### config.mk
export PLATFORM = sky130hd
export DESIGN_NAME = sync_fifo
export DESIGN_NICKNAME = d
export VERILOG_FILES = /design/src/rtl/sync_fifo_pkg.sv /design/src/rtl/sync_fifo.sv
export SDC_FILE = /design/constraint.sdc
export NUM_CORES = 1
export LEC_CHECK = 0
export ABC_CLOCK_PERIOD_IN_PS = 3100
export BUFFER_PORTS_ARGS = -buffer_cell sky130_fd_sc_hd__clkbuf_2
export CELL_PAD_IN_SITES_DETAIL_PLACEMENT = 0
export CELL_PAD_IN_SITES_GLOBAL_PLACEMENT = 2
export CORE_ASPECT_RATIO = 0.7
export CORE_MARGIN = 2
export CORE_UTILIZATION = 46
export DETAILED_ROUTE_END_ITERATION = 16
export PLACE_DENSITY_LB_ADDON = 0.1
export SKIP_CTS_REPAIR_TIMING = 1
export SLEW_MARGIN = 20
export SYNTH_ARGS = -nofsm -noshare
export SYNTH_HDL_FRONTEND = slang
export SYNTH_SLANG_ARGS = --single-unit
### constraint.sdc
create_clock -name clock -period 3.1 [get_ports clock]
set_input_delay 0.31 -clock clock [delete_from_list [all_inputs] [get_ports clock]]
set_output_delay 0.31 -clock clock [all_outputs]
set_load 0.02 [all_outputs]
### src/rtl/sync_fifo_pkg.sv
`default_nettype none
// ============================================================================
// Module      : sync_fifo_pkg
// Description : Shared sizing constants for the systolic-array input-setup
//               FIFOs (word width, row depth and pointer width).
// Revision    : 1.0 - initial release
// ============================================================================
package sync_fifo_pkg;

  // Width of one operand word fed into the array
  localparam int DATA_SIZE = 8;

  // Number of MAC columns; sets the per-row delay-line depth
  localparam int MAC_WIDTH = 4;

  // Pointer width needed to address MAC_WIDTH entries
  localparam int ADDR_SIZE = $clog2(MAC_WIDTH);

endpackage : sync_fifo_pkg
`default_nettype wire

### src/rtl/sync_fifo.sv
`default_nettype none
// ============================================================================
// Module      : sync_fifo
// Description : Single-clock FIFO with registered read data and full/empty
//               flags. Used as a programmable delay line: once full, reading
//               and writing every cycle delays each word by DEPTH cycles.
// Revision    : 1.0 - initial release
// ============================================================================
module sync_fifo
  import sync_fifo_pkg::*;
#(
  parameter int DATA_WIDTH = DATA_SIZE,
  parameter int DEPTH      = MAC_WIDTH,
  parameter int ADDR_WIDTH = ADDR_SIZE
) (
  input  logic                  clock,
  input  logic                  reset,
  input  logic [DATA_WIDTH-1:0] data_in,
  input  logic                  wr_en,
  input  logic                  rd_en,
  output logic [DATA_WIDTH-1:0] data_out,
  output logic                  full,
  output logic                  empty
);

  localparam logic [ADDR_WIDTH:0]   c_DEPTH_CNT = DEPTH[ADDR_WIDTH:0];
  localparam logic [ADDR_WIDTH:0]   c_CNT_ONE   = {{ADDR_WIDTH{1'b0}}, 1'b1};
  localparam logic [ADDR_WIDTH-1:0] c_PTR_ONE   = {{(ADDR_WIDTH-1){1'b0}}, 1'b1};

  logic [DATA_WIDTH-1:0] r_mem [DEPTH];
  logic [ADDR_WIDTH-1:0] r_wr_ptr;
  logic [ADDR_WIDTH-1:0] r_rd_ptr;
  logic [ADDR_WIDTH:0]   r_count;
  logic [DATA_WIDTH-1:0] r_data_out;

  logic w_wr_acc;
  logic w_rd_acc;

  // A read frees a slot in the same cycle, so a full FIFO may still accept a
  // write when a read is accepted alongside it. An empty FIFO never reads,
  // even if a write arrives in the same cycle (no bypass path).
  assign w_rd_acc = rd_en && !empty;
  assign w_wr_acc = wr_en && (!full || rd_en);

  assign full     = (r_count == c_DEPTH_CNT);
  assign empty    = (r_count == '0);
  assign data_out = r_data_out;

  // Storage array: written on accept, never reset (stale data is unreachable)
  always_ff @(posedge clock) begin
    if (w_wr_acc) begin
      r_mem[r_wr_ptr] <= data_in;
    end
  end

  // Pointers, occupancy and registered read data
  always_ff @(posedge clock or posedge reset) begin
    if (reset) begin
      r_wr_ptr   <= '0;
      r_rd_ptr   <= '0;
      r_count    <= '0;
      r_data_out <= '0;
    end else begin
      if (w_wr_acc) begin
        r_wr_ptr <= r_wr_ptr + c_PTR_ONE;
      end
      if (w_rd_acc) begin
        r_rd_ptr   <= r_rd_ptr + c_PTR_ONE;
        r_data_out <= r_mem[r_rd_ptr];
      end
      if (w_wr_acc && !w_rd_acc) begin
        r_count <= r_count + c_CNT_ONE;
      end else if (w_rd_acc && !w_wr_acc) begin
        r_count <= r_count - c_CNT_ONE;
      end
    end
  end

endmodule : sync_fifo
`default_nettype wire

==> results.txt, run 1 <==
The remaining global-route overflow is 0. The total number of H-tree levels came out at 2. The synthesized area divided by synthesized cell count came out at 19.56 sq um. Routability-driven placement finished with a final weighted congestion of 0.7069.

From synthesis to final layout, the design area changed by 13.12%. The post-detailed-route DRC marker count came out at 0. The maximum number of pins on one net before global-route repair came out at 16. The number of top-level pins is 22. The max capacitance violation total came out at 0. The clock period minus worst slack came out at 2.085 ns.

The met3 routing resource usage after global routing came out at 5.063%. The initial cell density of the core came out at 47.88%. Cells fill 54.16% of the core in the end. The count of endpoints failing setup in the final report came out at 0. The number of buffers added by the clock tree synthesis step came out at 5.

The final route contains 863 vias. The number of warning messages in the yosys log came out at 0. The setup path with the least slack is of type reg -> reg. 0 antenna diodes ended up in the layout. The worst register-to-register path begins at r_count[0]. The met1 global-route usage came out at 17.85%. In this run the clock root is driven by a clkbuf_8.

The critical path data arrival time is 2.31 ns. At the worst endpoint, the required time is 3.33 ns. STA classifies the critical path startpoint as a flop.

The number of buffers inserted by port buffering came out at 21. After legalization and detailed placement, the total HPWL measured 1782 um. After routing, the total negative slack on setup checks comes to 0 ns. The width of the die is 80.37 um. The die span in y is 57.46 um. Derived from the worst setup path, the maximum achievable clock frequency is 0.4797 GHz. The number of synthesized flops with an enable pin came out at 32. The max-slew violation count was 0. The leading area contributor after synthesis is edfxtp_1.

The register-to-register path setup slack is 1.02 ns. The worst clock skew on the final layout is 0.003798 ns. The via density per instance came out at 4.931. The min-delay analysis places its worst path in the category in -> async. The most instantiated library cell after synthesis is edfxtp_1. The cell area that synthesis handed to floorplanning was 1878 sq um.

The floorplan step defined a core boundary enclosing 3923 sq um. Sorting the synthesized cells by area gives the leading types as edfxtp_1 51%, dfrtp_1 20%, mux4_2 9.6%. TritonCTS built the clock tree.

After global routing, the most crowded layer is met2. The type of element capturing the critical path is a flop. The overall power consumption came out at 1973 uW. After the first detailed-routing iteration, the DRC count stood at 41. The first-pass detailed-route iteration total is 3. The power per unit of standard cell area came out at 928.6 nW/um^2. The analysis attributes to cell leakage a power of 0.0008213 uW. Setup repair after global routing left no endpoint under its margin. The initial antenna violation count is 0. The clock-pin transition on the worst setup and hold timing paths came out at 0.08 ns. The total wirelength of the detailed-routed design came out at 2666 um.

The post-layout net count came out at 140. The slew at the pin with the worst max-slew slack came out at 0.5994 ns. After synthesis, the most frequently instantiated cells are 32 x edfxtp_1, 15 x dfrtp_1, 10 x mux2_2, 8 x mux4_2, 6 x inv_1. The highest net fanout along the worst path came out at 11. The portion of the clock cycle consumed by the worst path in the final layout came out at 67.25%.

The floorplan has 19 rows. The register area share after synthesis came out at 71.15%. The wire length of the first global-routing pass came out at 4305 um. The endpoint identified for the worst register-to-register timing path is r_count[2].

Measured in cells, the most critical reg-to-reg path has a length of 8. The fraction of registers with async set/reset came out at 31.91%. The via count of the first global-routing pass is 847. The number of buffers between clock root and the deepest sink came out at 2.

The run finished with clean final reports. The smallest hold slack is 0.04806 ns. For the worst-skew pair, the clock arrives at the later sink with an insertion delay of 0.29 ns. The area share of the largest cell type after synthesis is 51.17%. The share of cells above drive strength 1 came out at 39.84%. Once detail routing completed, the nets flagged for antenna violations numbered 0. The global routing met2 resource utilization came out at 20.12%. The number of instances in the synthesized netlist came out at 96. The unique cell type count in the Yosys netlist is 18.

The number of failing hold endpoints at the final stage came out at 0. The number of clock sinks seen by CTS is 47. For this run, the leading register cell type out of synthesis is edfxtp_1. The post-detailed-route wirelength per cell is 15.23 um. The flop and latch count out of synthesis came out at 47. Global routing consumed, over all layers together, 13.55% of the routing resources. The post-synthesis net count came out at 114.

The worst pin sits at a relative slew slack of 60.04%. The maximum VDD drop came out at 0.4836 mV. The full die area came out at 4618 sq um.
-- critical path, stage by stage (launching register included) --
cell and delay (ns):
dfrtp_1 0.45, o31ai_1 0.27, buf_4 0.24, ha_1 0.20, inv_1 0.06, fa_1 0.37
xor2_1 0.15, nor2_1 0.11, xor2_1 0.14
-- cell families (layout without fill, tap and decap cells) --
family | Yosys count | after routing | synth area share (%)
AO/OA/AOI/OAI | 2 | 2 | 0.9994
XOR/XNOR | 6 | 6 | 2.799
adder cells (fa/ha/maj) | 6 | 6 | 4.397
buffers and inverters | 9 | 36 | 2.398
flip-flops | 47 | 47 | 71.15
multiplexers | 18 | 18 | 15.59
AND/OR/NAND/NOR | 8 | 8 | 2.664
-- state kept, by name, indices dropped and copies added (netlist names) --
name,cells
r_mem,32
data_out,8
r_count,3
r_rd_ptr,2
r_wr_ptr,2
-- through the flow --
| step | worst slack, ns | instances | area, sq um |
|---|---|---|---|
| 2_1_floorplan | 1.005 | 96 | 1878 |
| 3_3_place_gp | 1.077 | 167 | 2033 |
| 3_5_place_dp | 0.9951 | 167 | 2033 |
| 4_1_cts | 0.9879 | 175 | 2125 |
| 5_1_grt | 0.8266 | 175 | 2125 |
| 6_report | 1.015 | 175 | 2125 |
-- power breakdown --
part	switching [uW]	internal, uW
Clock	187	180
Sequential	147	868
Combinational	281	310
-- worst max path at each step --
stage,slack (ns),cells after the start,endpoint,startpoint
3_3_place_gp,1.08,8,r_count[2],r_count[0]
2_1_floorplan,1.01,6,r_count[1],r_count[0]
6_report,1.02,8,r_count[2],r_count[0]
4_1_cts,0.99,8,r_count[2],r_count[0]
3_5_place_dp,1.0,8,r_count[2],r_count[0]
5_1_grt,0.83,8,r_count[2],r_count[0]
-- routing by layer --
layer | part of all wire (%) | up-vias
li1 | - | 407
met1 | 47 | 432
met2 | 46 | 17
met3 | 4.4 | 7
met4 | 2.1 | 0
met5 | 0 | -
-- area by class of cell --
| type | instances | area [sq um] |
|---|---|---|
| Fill cell | 318 | 1798 |
| Tap cell | 52 | 65.06 |
| Multi-Input combinational cell | 40 | 496.7 |
| Sequential cell | 47 | 1336 |
| Clock inverter | 1 | 5.005 |
| Clock buffer | 7 | 86.33 |
| Timing Repair Buffer | 22 | 112.6 |
| Inverter | 6 | 22.52 |
-- cells in the final DEF, fill, tap and decap left out, drive strengths merged --
cell type | synthesis | routed
ha | 5 | 5
clkbuf | 1 | 28
nor2 | 2 | 2
mux4 | 8 | 8
edfxtp | 32 | 32
nor3b | 1 | 1
and2 | 4 | 4
nor3 | 1 | 1
xor2 | 3 | 3
a21boi | 1 | 1
buf | 2 | 1
clkinv | 0 | 1
xnor2 | 3 | 3
dfrtp | 15 | 15
mux2 | 10 | 10
fa | 1 | 1
o31ai | 1 | 1
inv | 6 | 6
No activity file was read; power rests on OpenSTA's default activity.
==> run 2, diff against run 1 <==
--- a/config.mk
+++ b/config.mk
@@ -5,13 +5,14 @@
 export SDC_FILE = /design/constraint.sdc
 export NUM_CORES = 1
 export LEC_CHECK = 0
-export ABC_CLOCK_PERIOD_IN_PS = 3100
+export ABC_AREA = 1
+export ABC_CLOCK_PERIOD_IN_PS = 1890
 export BUFFER_PORTS_ARGS = -buffer_cell sky130_fd_sc_hd__clkbuf_2
 export CELL_PAD_IN_SITES_DETAIL_PLACEMENT = 0
 export CELL_PAD_IN_SITES_GLOBAL_PLACEMENT = 2
 export CORE_ASPECT_RATIO = 0.7
 export CORE_MARGIN = 2
-export CORE_UTILIZATION = 46
+export CORE_UTILIZATION = 33
 export DETAILED_ROUTE_END_ITERATION = 16
 export PLACE_DENSITY_LB_ADDON = 0.1
 export SKIP_CTS_REPAIR_TIMING = 1
==> constraint.sdc (replaced) <==
create_clock -name clock -period 1.89 [get_ports clock]
set_input_delay 0.189 -clock clock [delete_from_list [all_inputs] [get_ports clock]]
set_output_delay 0.189 -clock clock [all_outputs]
set_load 0.02 [all_outputs]
==> run 2 against run 1 <==
  * Wire length grew 56%
  * Power grew 85%
  * Register-to-register slack lost 0.92 ns
  * Die area grew 55%
  * Cell count grew 90%
  * Sequential share of layout area shrank 9.5 points
  * Maximum frequency grew 16%
  * Largest cell class unchanged
  * Worst setup slack lost 0.92 ns
  * Final area grew 18%
  * Largest power group unchanged
  * Clock power grew 62%
  * Via count grew 58%
==> results.txt, run 2 <==
The synthesized area divided by synthesized cell count came to 9.854 sq um (-50%). The unique cell type count in the Yosys netlist is 20 (+2). The flow ran to the end, and the final reports show no timing, DRC or antenna violations. TritonCTS built the clock tree. The smallest hold slack is 0.1079 ns (+0.05987 ns). The antenna violation net count after detailed routing came out at 0 (unchanged). The fraction of registers with async set/reset came out at 31.91% (unchanged). The via total after detailed routing is 1366 (+58%). The critical path data arrival time came out at 1.98 ns (-0.33 ns).

By count the netlist is led by 76 x nand2_1, 44 x inv_1, 32 x edfxtp_1, 20 x nand3_1, 15 x dfrtp_1. The remaining max-slew budget at the tightest pin came to 60.40% (+0.35 points). The number of buffers between clock root and the deepest sink came out at 2 (unchanged).

The full die area is 7150 sq um (+55%). The cell-internal power came out at 2211 uW (+63%). The flip-flop and latch area came out at 1336 sq um (unchanged).

The remaining global-route overflow came out at 0 (unchanged). From synthesis to final layout, the design area changed by 17.03%. The number of instances in the synthesized netlist came out at 217 (+130%).

The number of standard-cell rows in the floorplan came out at 24 (+5). The total wirelength of the detailed-routed design is 4146 um (+56%). The highest net fanout along the worst path was 3 (-8).

The maximum frequency from static timing analysis is 0.5583 GHz (+16%). The post-detailed-route wirelength per cell is 12.49 um (-18%). The combinational fraction of design power was 40.9% (+11 points). The number of buffers inserted by port buffering came out at 21 (unchanged). The tree is rooted in a clkbuf_8. The launch point of the worst reg-to-reg path is r_count[1]. The register area share after synthesis is 62.49% (-8.7 points).

The worst hold path belongs to the class in -> reg. The area share of the largest cell type after synthesis is 44.94% (-6.2 points). The required time at the worst-slack endpoint is 2.08 ns (-1.25 ns). The worst setup path category is reg -> reg. Sorting the synthesized cells by area gives the leading types as edfxtp_1 45%, dfrtp_1 18%, nand2_1 13%. The share of the core filled with cells in the final layout is 40.06% (-14 points). Summed over all instances, the cell type with the most area after synthesis is edfxtp_1. The count of endpoints failing setup in the final report came out at 0 (unchanged). The clock-pin transition on the worst setup and hold timing paths is 0.09 ns (about the same).

The initial cell density of the core came out at 34.23% (-14 points). In this run the critical register-to-register path is captured at r_count[2]. The number of failing hold endpoints at the final stage came out at 0 (unchanged). Leaving out fill and tap cells, the most frequent cell in the layout is nand2_1. The placeable core region came out at 6246 sq um (+59%). The total inserted antenna cells was 0 (unchanged). The portion of the clock cycle consumed by the worst path in the final layout came out at 94.77% (+28 points). The maximum VDD drop came out at 0.5120 mV (+5.9%). The number of warning messages in the yosys log came to 0 (unchanged). Leaving out fill and tap cells, the most frequent cells in the layout are 76 x nand2_1, 44 x inv_1, 32 x edfxtp_1, 21 x clkbuf_2, 18 x nand3_1. The summed instance area of the synthesized netlist came out at 2138 sq um (+14%). The worst setup path is captured at a flop. The total track usage is 13.28% (-0.27 points). The most instantiated library cell after synthesis is nand2_1. The total number of H-tree levels came out at 2 (unchanged). The register-to-register path setup slack is 0.1 ns (-0.92 ns). The share of cells above drive strength 1 came to 20.47% (-19 points). The maximum number of pins on one net before global-route repair is 18 (+2). The post-synthesis net count came out at 235 (+110%). The die span in y came to 71.35 um (+24%).

The power per unit of standard cell area is 1462 nW/um^2 (+57%). The area of all placed cells without fillers was 2502 sq um (+18%). The post-detailed-route DRC marker count came to 0 (unchanged). The number of clock sinks seen by CTS came to 47 (unchanged).

The via count of the first global-routing pass is 1423 (+68%). The number of cells on the worst hold path is 1. The switching power share of the total is 39.57% (+8.4 points). The slew at the pin with the worst max-slew slack came to 0.5934 ns (-0.005954 ns). The worst hold path terminates at r_mem[3][7]. The sequential share of power was 42.9% (-8.5 points). The number of cells on the worst reg-to-reg path came out at 9 (+1).

The max capacitance violation total is 0 (unchanged). The number of synthesized flops with an enable pin is 32 (unchanged). The wire length of the first global-routing pass came to 7148 um (+66%). The clock period minus worst slack came to 1.791 ns (-0.2935 ns).

The multi-input gate area in the final layout came out at 595.6 sq um (+20%). The leakage power total is 0.001235 uW (+50%). The number of top-level pins came out at 22 (unchanged). The clock share of power came out at 16.2% (-2.4 points). The routability congestion estimate from global placement is 0.6519 (-7.8%).

The number of buffers added by the clock tree synthesis step came out at 5 (unchanged). The register with the most flip-flops in the final layout is r_mem. The width of the die was 100.2 um (+25%). The first-pass detailed-route iteration total is 4 (+1). The worst clock skew on the final layout was 0.01225 ns (+0.008456 ns).

The DRC violation total after the first TritonRoute iteration came out at 40 (-2.4%). The critical path startpoint category is a flop. The flop and latch count out of synthesis came out at 47 (unchanged).

The placement-stage cell area came out at 2367 sq um (+16%). The startpoint identified for the worst hold timing path is data_in[7]. The HPWL after detailed placement came to 2857 um (+60%). The via density per instance is 4.114 (-17%). The number of flip-flops in the largest register is 32 (unchanged). The most used flip-flop cell after synthesis is edfxtp_1. The net switching power is 1448 uW (+140%).

The initial antenna violation count came out at 0 (unchanged). The clock latency of the later-clocked register in the worst-skew pair came out at 0.30 ns (about the same). The post-layout net count came out at 271 (+94%). The number of filler instances in the final layout was 634 (+99%). The max-slew violation count is 0 (unchanged).
[run 2: critical path, stage by stage, from the launching register on]
cell	delay (ns)
dfrtp_1	0.42
nor2_4	0.17
inv_2	0.07
o21ai_4	0.18
ha_4	0.16
inv_1	0.06
fa_2	0.33
nand2_1	0.09
nand3_2	0.08
xor2_1	0.14
[run 2: logic make-up (layout without fill, tap and decap cells)]
| logic type | after synthesis | count (layout) | synth area share (%) |
|---|---|---|---|
| and+or+nand+nor | 105 | 105 | 20.19 |
| buffers and inverters | 53 | 90 | 10.82 |
| adders and majority gates | 6 | 6 | 3.862 |
| DFF | 47 | 47 | 62.49 |
| xor gates and xnor gates | 3 | 3 | 1.229 |
| AOI/OAI and AO/OA | 3 | 3 | 1.404 |
[run 2: worst max-delay path by stage]
stage / depth (start not counted) / to / startpoint / slack [ns]
finish: 9 / r_count[2] / r_count[1] / 0.1
global route: 9 / r_count[2] / r_count[1] / -0.001
CTS: 9 / r_count[2] / r_count[1] / 0.05
detailed placement: 9 / r_count[2] / r_count[1] / 0.06
global placement: 9 / r_count[2] / r_count[1] / 0.08
floorplan: 9 / r_count[2] / r_count[0] / 0.03
[run 2: final cells by class]
class                           instances  area share [%]
Tap cell                               78           3.900
Multi-Input combinational cell        117           23.80
Clock inverter                          2          0.5000
Inverter                               48           7.300
Sequential cell                        47           53.40
Clock buffer                            6           2.900
Timing Repair Buffer                   34           8.200
[run 2: stage by stage]
| step | power (uW) | TNS, ns | std cells | worst slack (ns) |
|---|---|---|---|---|
| floorplan | 2611 | 0 | 217 | 0.02676 |
| global placement | 3076 | 0 | 321 | 0.07714 |
| detailed placement | 3065 | 0 | 321 | 0.05883 |
| CTS | 3667 | 0 | 329 | 0.04535 |
| global route | 4024 | -0.001039 | 332 | -0.001039 |
| finish | 3658 | 0 | 332 | 0.09878 |
[run 2: routing by layer]
layer  part of all wire [%]  track usage (%)  vias up
li1                       -                -      730
met1                     53            18.97      620
met2                     43            20.13       14
met3                    2.5            3.220        2
met4                   0.92            4.110        0
met5                      0                0        -
[run 2: power groups by stage]
stage / sequential (uW) / combinational [uW] / clock [uW]
detailed placement: 1590 / 1470 / 0
CTS: 1570 / 1480 / 618
global placement: 1590 / 1480 / 0
floorplan: 1660 / 953 / 0
finish: 1570 / 1500 / 594
global route: 1610 / 1750 / 669
